<file path="src/rtl/display_scan_driver.sv">
// display_scan_driver
//   Converts an unsigned binary value to BCD with an iterative double-dabble
//   engine (one input bit per clock) and shows the latched result on a
//   multiplexed, active-low seven-segment display.
//
// Ports
//   clk      in   single clock, rising edge
//   rst      in   asynchronous active-high reset
//   value    in   [IN_W]   binary number to convert
//   load     in   start conversion (ignored while busy)
//   blank    in   force the display dark
//   lz_en    in   suppress leading zeros
//   dp_mask  in   [DIGITS] decimal point enable per digit
//   busy     out  conversion in progress
//   done     out  one-cycle pulse when a new result is latched
//   ovf      out  latched result does not fit in DIGITS digits
//   seg      out  [8] active-low {a,b,c,d,e,f,g,dp}
//   an       out  [DIGITS] active-low one-hot digit select, bit 0 = LSD
module display_scan_driver #(
  parameter int DIGITS   = 4,
  parameter int IN_W     = 14,
  parameter int SCAN_DIV = 50000
) (
  input  logic              clk,
  input  logic              rst,
  input  logic [IN_W-1:0]   value,
  input  logic              load,
  input  logic              blank,
  input  logic              lz_en,
  input  logic [DIGITS-1:0] dp_mask,
  output logic              busy,
  output logic              done,
  output logic              ovf,
  output logic [7:0]        seg,
  output logic [DIGITS-1:0] an
);

  // Number of decimal digits needed for 2^w - 1.
  function automatic int calc_digits(input int w);
    longint maxv;
    longint p;
    int     n;
    maxv = (longint'(1) << w) - longint'(1);
    p    = longint'(10);
    n    = 1;
    for (int j = 0; j < 20; j++) begin
      if (p <= maxv) begin
        n = n + 1;
        p = p * longint'(10);
      end
    end
    return n;
  endfunction

  localparam int BCD_RAW = calc_digits(IN_W);
  // Keep at least DIGITS nibbles so every displayed position exists.
  localparam int BCD_N   = (BCD_RAW > DIGITS) ? BCD_RAW : DIGITS;
  localparam int BCD_W   = 4 * BCD_N;
  localparam int CNT_W   = $clog2(IN_W + 1);
  localparam int PRE_W   = $clog2(SCAN_DIV);
  localparam int IDX_W   = (DIGITS > 1) ? $clog2(DIGITS) : 1;

  // One double-dabble iteration: add 3 to every nibble >= 5, then shift in.
  function automatic logic [BCD_W-1:0] dd_step(input logic [BCD_W-1:0] b,
                                               input logic in_bit);
    logic [BCD_W-1:0] t;
    t = b;
    for (int i = 0; i < BCD_N; i++) begin
      if (t[4*i +: 4] >= 4'd5) begin
        t[4*i +: 4] = t[4*i +: 4] + 4'd3;
      end
    end
    return {t[BCD_W-2:0], in_bit};
  endfunction

  // Digit glyph, active low, dp bit left dark.
  function automatic logic [7:0] decode(input logic [3:0] d);
    case (d)
      4'd0:    return 8'h03;
      4'd1:    return 8'h9F;
      4'd2:    return 8'h25;
      4'd3:    return 8'h0D;
      4'd4:    return 8'h99;
      4'd5:    return 8'h49;
      4'd6:    return 8'h41;
      4'd7:    return 8'h1F;
      4'd8:    return 8'h01;
      4'd9:    return 8'h09;
      default: return 8'hFF;
    endcase
  endfunction

  typedef enum logic [1:0] {S_IDLE, S_CONV, S_LATCH} state_t;

  state_t            state_q, state_d;
  logic [IN_W-1:0]   sh_q, sh_d;
  logic [BCD_W-1:0]  bcd_q, bcd_d;
  logic [CNT_W-1:0]  cnt_q, cnt_d;
  logic [BCD_W-1:0]  res_q, res_d;
  logic              ovf_q, ovf_d;
  logic              valid_q, valid_d;
  logic              done_q, done_d;
  logic [PRE_W-1:0]  pre_q, pre_d;
  logic [IDX_W-1:0]  idx_q, idx_d;
  logic [7:0]        seg_q, seg_d;
  logic [DIGITS-1:0] an_q, an_d;

  // Conversion FSM: capture, IN_W shift-add steps, then latch the result.
  always_comb begin
    state_d = state_q;
    sh_d    = sh_q;
    bcd_d   = bcd_q;
    cnt_d   = cnt_q;
    res_d   = res_q;
    ovf_d   = ovf_q;
    valid_d = valid_q;
    done_d  = 1'b0;
    case (state_q)
      S_IDLE: begin
        if (load) begin
          state_d = S_CONV;
          sh_d    = value;
          bcd_d   = '0;
          cnt_d   = '0;
        end else begin
          state_d = S_IDLE;
        end
      end
      S_CONV: begin
        bcd_d = dd_step(bcd_q, sh_q[IN_W-1]);
        sh_d  = sh_q << 1;
        cnt_d = cnt_q + CNT_W'(1);
        if (cnt_q == CNT_W'(IN_W - 1)) begin
          state_d = S_LATCH;
        end else begin
          state_d = S_CONV;
        end
      end
      S_LATCH: begin
        // Result and overflow flag change together so the display never tears.
        res_d   = bcd_q;
        ovf_d   = |(bcd_q >> (4 * DIGITS));
        valid_d = 1'b1;
        done_d  = 1'b1;
        state_d = S_IDLE;
      end
      default: begin
        state_d = S_IDLE;
      end
    endcase
  end

  // Scan prescaler, digit index and next registered segment/anode pattern.
  always_comb begin
    logic [3:0] cur;
    logic       dp_cur;
    logic       upper_zero;
    logic [7:0] glyph;
    pre_d      = pre_q + PRE_W'(1);
    idx_d      = idx_q;
    cur        = 4'd0;
    dp_cur     = 1'b0;
    upper_zero = 1'b1;
    glyph      = 8'hFF;
    if (pre_q == PRE_W'(SCAN_DIV - 1)) begin
      pre_d = '0;
      if (idx_q == IDX_W'(DIGITS - 1)) begin
        idx_d = '0;
      end else begin
        idx_d = idx_q + IDX_W'(1);
      end
    end else begin
      idx_d = idx_q;
    end
    for (int i = 0; i < DIGITS; i++) begin
      if (IDX_W'(i) == idx_q) begin
        cur    = res_q[4*i +: 4];
        dp_cur = dp_mask[i];
      end
      // Current digit is a leading zero if it and everything above it is 0.
      if ((i >= int'(idx_q)) && (res_q[4*i +: 4] != 4'd0)) begin
        upper_zero = 1'b0;
      end
    end
    if (ovf_q) begin
      glyph = 8'hFD;
    end else if (lz_en && (idx_q != IDX_W'(0)) && upper_zero) begin
      glyph = 8'hFF;
    end else begin
      glyph = decode(cur);
    end
    if (dp_cur) begin
      glyph[0] = 1'b0;
    end else begin
      glyph[0] = glyph[0];
    end
    if (!valid_q || blank) begin
      seg_d = 8'hFF;
      an_d  = '1;
    end else begin
      seg_d = glyph;
      an_d  = ~(DIGITS'(1) << idx_q);
    end
  end

  // State registers with asynchronous reset.
  always_ff @(posedge clk or posedge rst) begin
    if (rst) begin
      state_q <= S_IDLE;
      sh_q    <= '0;
      bcd_q   <= '0;
      cnt_q   <= '0;
      res_q   <= '0;
      ovf_q   <= 1'b0;
      valid_q <= 1'b0;
      done_q  <= 1'b0;
      pre_q   <= '0;
      idx_q   <= '0;
      seg_q   <= 8'hFF;
      an_q    <= '1;
    end else begin
      state_q <= state_d;
      sh_q    <= sh_d;
      bcd_q   <= bcd_d;
      cnt_q   <= cnt_d;
      res_q   <= res_d;
      ovf_q   <= ovf_d;
      valid_q <= valid_d;
      done_q  <= done_d;
      pre_q   <= pre_d;
      idx_q   <= idx_d;
      seg_q   <= seg_d;
      an_q    <= an_d;
    end
  end

  assign busy = (state_q != S_IDLE);
  assign done = done_q;
  assign ovf  = ovf_q;
  assign seg  = seg_q;
  assign an   = an_q;

endmodule
</file>
<file path="config.mk">
export PLATFORM = sky130hd
export DESIGN_NAME = display_scan_driver
export DESIGN_NICKNAME = d
export VERILOG_FILES = /design/src/rtl/display_scan_driver.sv
export SDC_FILE = /design/constraint.sdc
export NUM_CORES = 1
export LEC_CHECK = 0
export ABC_AREA = 1
export ABC_CLOCK_PERIOD_IN_PS = 3000
export BUFFER_PORTS_ARGS = -buffer_cell sky130_fd_sc_hd__buf_2
export CAP_MARGIN = 25
export CELL_PAD_IN_SITES_DETAIL_PLACEMENT = 0
export CELL_PAD_IN_SITES_GLOBAL_PLACEMENT = 1
export CORE_UTILIZATION = 41
export DETAILED_ROUTE_END_ITERATION = 16
export PLACE_DENSITY_LB_ADDON = 0.2
export SLEW_MARGIN = 20
export SYNTH_ARGS = -nofsm -noshare
export SYNTH_HDL_FRONTEND = slang
export SYNTH_SLANG_ARGS = --single-unit
</file>
<file path="constraint.sdc">
create_clock -name clk -period 3 [get_ports clk]
set_input_delay 0.6 -clock clk [delete_from_list [all_inputs] [get_ports clk]]
set_output_delay 0.6 -clock clk [all_outputs]
set_load 0.01 [all_outputs]
</file>
==> summary.txt <==
Reg2reg start: idx_q[0]
GR Util All Layers: 0.180
Residual DRC: 0
Final Hold Vio Count: 0
Slowest stage delay, CP: 0.52 ns
Worst slew pin tran: 0.682 ns
Port Buffer Count: 37
Setup Buffers After CTS: 0
Number of global-route vias before repair: 3488
Worst EP required: 3.29 ns
Core area: 0.0109 mm²
DRT iter0 DRCs: 129
Vias: 3533
Seq. cell area: 0.00224 mm²
Area of the multi-input gates: 0.00195 mm²
Post-Synthesis Cells: 521
Met3 Use GR: 0.0319
Synth Register Bits: 89
Post-synthesis sequential area ratio: 0.487
Resized cells post-CTS: 0
Full die area: 0.0117 mm²
Initial antenna violation count: 0
Final Cycle Share: 0.741
Worst rel slew slack: 0.545
WL final: 9190 µm
Final setup skew: 0.00718 ns
CTS tree: yes
Top_reg_cell synth: dfrtp_1
Grt met1 use: 0.256
Fillers: 1052
Drt via density: 5.03
M2 GR Usage: 0.270
Worst-case vdd ir drop: 767 µV
Setup crit end kind: flip-flop
PD cells: 857 mW/mm²
First-pass GRT wire length: 16500 µm
Share of the synthesized area in the top cell type: 0.418
Ant diodes: 0
WS Path Type: reg2reg
Cell variety after synth: 37
Inserted Clock Buffers: 9
Area contributors post-synth: dfrtp_1, nand2_1, dfstp_2, inv_1, ha_1
DR pass1 iterations: 4
CTS max path bufs: 2
Gr ovfl total: 0
Worst Setup Start Kind: flip-flop
Die Ht: 108 µm
Worst path cell trace: ha_1 > inv_1 > o21ai_0 > inv_1 > ha_1 > inv_1 > nand2_1 > nand3_1 > nand3_1 > nand2_1 > nand2_1
Cell family with most CP delay: adder cells
Num ports: 38
Die X-Extent: 108 µm
Synthesized Nets: 568
R2R cell count: 11
YS warnings: 0
Async S/R FF share, synth: 1.00
Final-report setup violation count: 0
Mapped Area: 0.00461 mm²
Reg2Reg Capture Point: seg[1]
Crit path arrival time: 2.51 ns
Total power: 4.40 mW
Maxcap violations: 0
Dominant cell type by area after synthesis: dfrtp_1
CP Buf/Inv Count: 3
Setup TNS: 0 ns
WL/cell: 13.1 µm
Mean Syn Cell Area: 8.84 µm²
Pin count of the biggest net entering global routing: 53
Row cnt: 38
Critical Path Fanout Max: 9
Routability cong.: 0.797
P&R area growth vs syn: 11.4%
Max-slew violations: 0
H-Tree Depth: 3
Status: finished, final reports clean
Clk Latency, worst-skew pair: 0.37 ns
Routed Antenna Nets: 0
Worst Hold Class: in2async
Slowest library cell on the worst path: o21ai_0
Clock period minus worst slack: 2.22 ns
Final nets: 604
Initial Util: 0.423
Root Buffer: clkbuf_8
Hpwl dp: 6400 µm
GR peak layer: met2
R2R setup slack: 0.78 ns
Hold_buf cts: 0
Layout cells sized above 1: 0.169
RSZ-0062 raised after global routing: false
CP Launch Point: idx_q[0]
Leak: 2.48 nW
Clock Pin Slew Worst Setup and Hold Paths: 0.09 ns
Highest clock rate: 0.450 GHz
Number of enable flip-flop cells after synthesis: 0
Clock sink count: 89
## stage by stage
stage               instance area, µm²  utilization  worst slack (ns)  hold slack [ns]  instances
floorplan                         4610            -             0.113            0.431        521
global placement                  4930        0.453             0.823            0.445        686
detailed placement                4930        0.453             0.766            0.451        686
CTS                               5130        0.472             0.730            0.323        702
global route                      5130        0.472             0.425            0.355        702
finish                            5130        0.472             0.777            0.302        702
## flip-flops by register name, summed over array words and instances, names as in the netlist
register  flops
seg           8
state_q       2
pre_q        16
ovf           1
res_q        16
bcd_q        20
cnt_q         4
valid_q       1
an            4
done          1
idx_q         2
sh_q         14
## cell type report
type / instances / area share
multi-input combinational: 328 / 0.381
inverter: 89 / 0.0653
sequential: 89 / 0.437
clock buffer: 14 / 0.0336
clock inverter: 2 / 0.00682
timing repair buffer: 40 / 0.0429
tap: 140 / 0.0341
## logic make-up after synthesis
| logic type | count (synthesis) | synth area share |
|---|---|---|
| AOI/OAI and AO/OA | 105 | 0.151 |
| xor gates and xnor gates | 13 | 0.0247 |
| adders and majority gates | 24 | 0.0652 |
| buffers and inverters | 104 | 0.0893 |
| DFF | 89 | 0.487 |
| and+or+nand+nor | 186 | 0.183 |
## metal layers
layer	routed length [µm]	vias to the layer above	part of all wire
met5	0	-	0
met4	174	0	0.019
met3	248	13	0.027
met2	3960	46	0.43
met1	4810	1683	0.52
li1	-	1791	-
## placed cells by master, fill, tap and decap left out, types with 3 or more instances in the layout
cell	synthesis	final
nand2_1	88	88
inv_1	82	81
dfrtp_1	77	77
o21ai_0	49	49
buf_2	11	37
nor2_1	29	29
nand3_1	26	26
ha_1	24	24
nor3_1	21	21
a21oi_1	21	21
xor2_1	13	13
dfstp_2	12	12
clkbuf_8	0	12
a221oi_2	8	8
o22ai_1	8	8
inv_2	7	7
nor4_1	5	5
nand4_1	5	5
a221oi_1	5	5
o32ai_1	4	4
nand3_2	3	3
o211ai_1	3	3
## report_power, final
group | switching, mW | leakage (nW) | total [mW] | internal [mW]
sequential | 0.228 | 1.06 | 1.81 | 1.58
combinational | 1.08 | 1.31 | 1.72 | 0.636
clock | 0.423 | 0.107 | 0.877 | 0.453
total | 1.73 | 2.48 | 4.40 | 2.67
## synthesized netlist by cell type, types with 7 or more instances
| master | instances |
|---|---|
| nand2_1 | 88 |
| inv_1 | 82 |
| dfrtp_1 | 77 |
| o21ai_0 | 49 |
| nor2_1 | 29 |
| nand3_1 | 26 |
| ha_1 | 24 |
| a21oi_1 | 21 |
| nor3_1 | 21 |
| xor2_1 | 13 |
| dfstp_2 | 12 |
| buf_2 | 11 |
| a221oi_2 | 8 |
| o22ai_1 | 8 |
| inv_2 | 7 |
## how the worst max path moves through the flow
stage,endpoint,slack [ns],cells after the start
final,seg[1],0.78,11
after global routing,seg[1],0.43,11
after CTS,seg[1],0.73,11
after detailed placement,seg[1],0.77,11
after global placement,seg[4],0.82,11
after floorplan,bcd_q[0],0.11,1
Power figures use the tool's default switching activity.
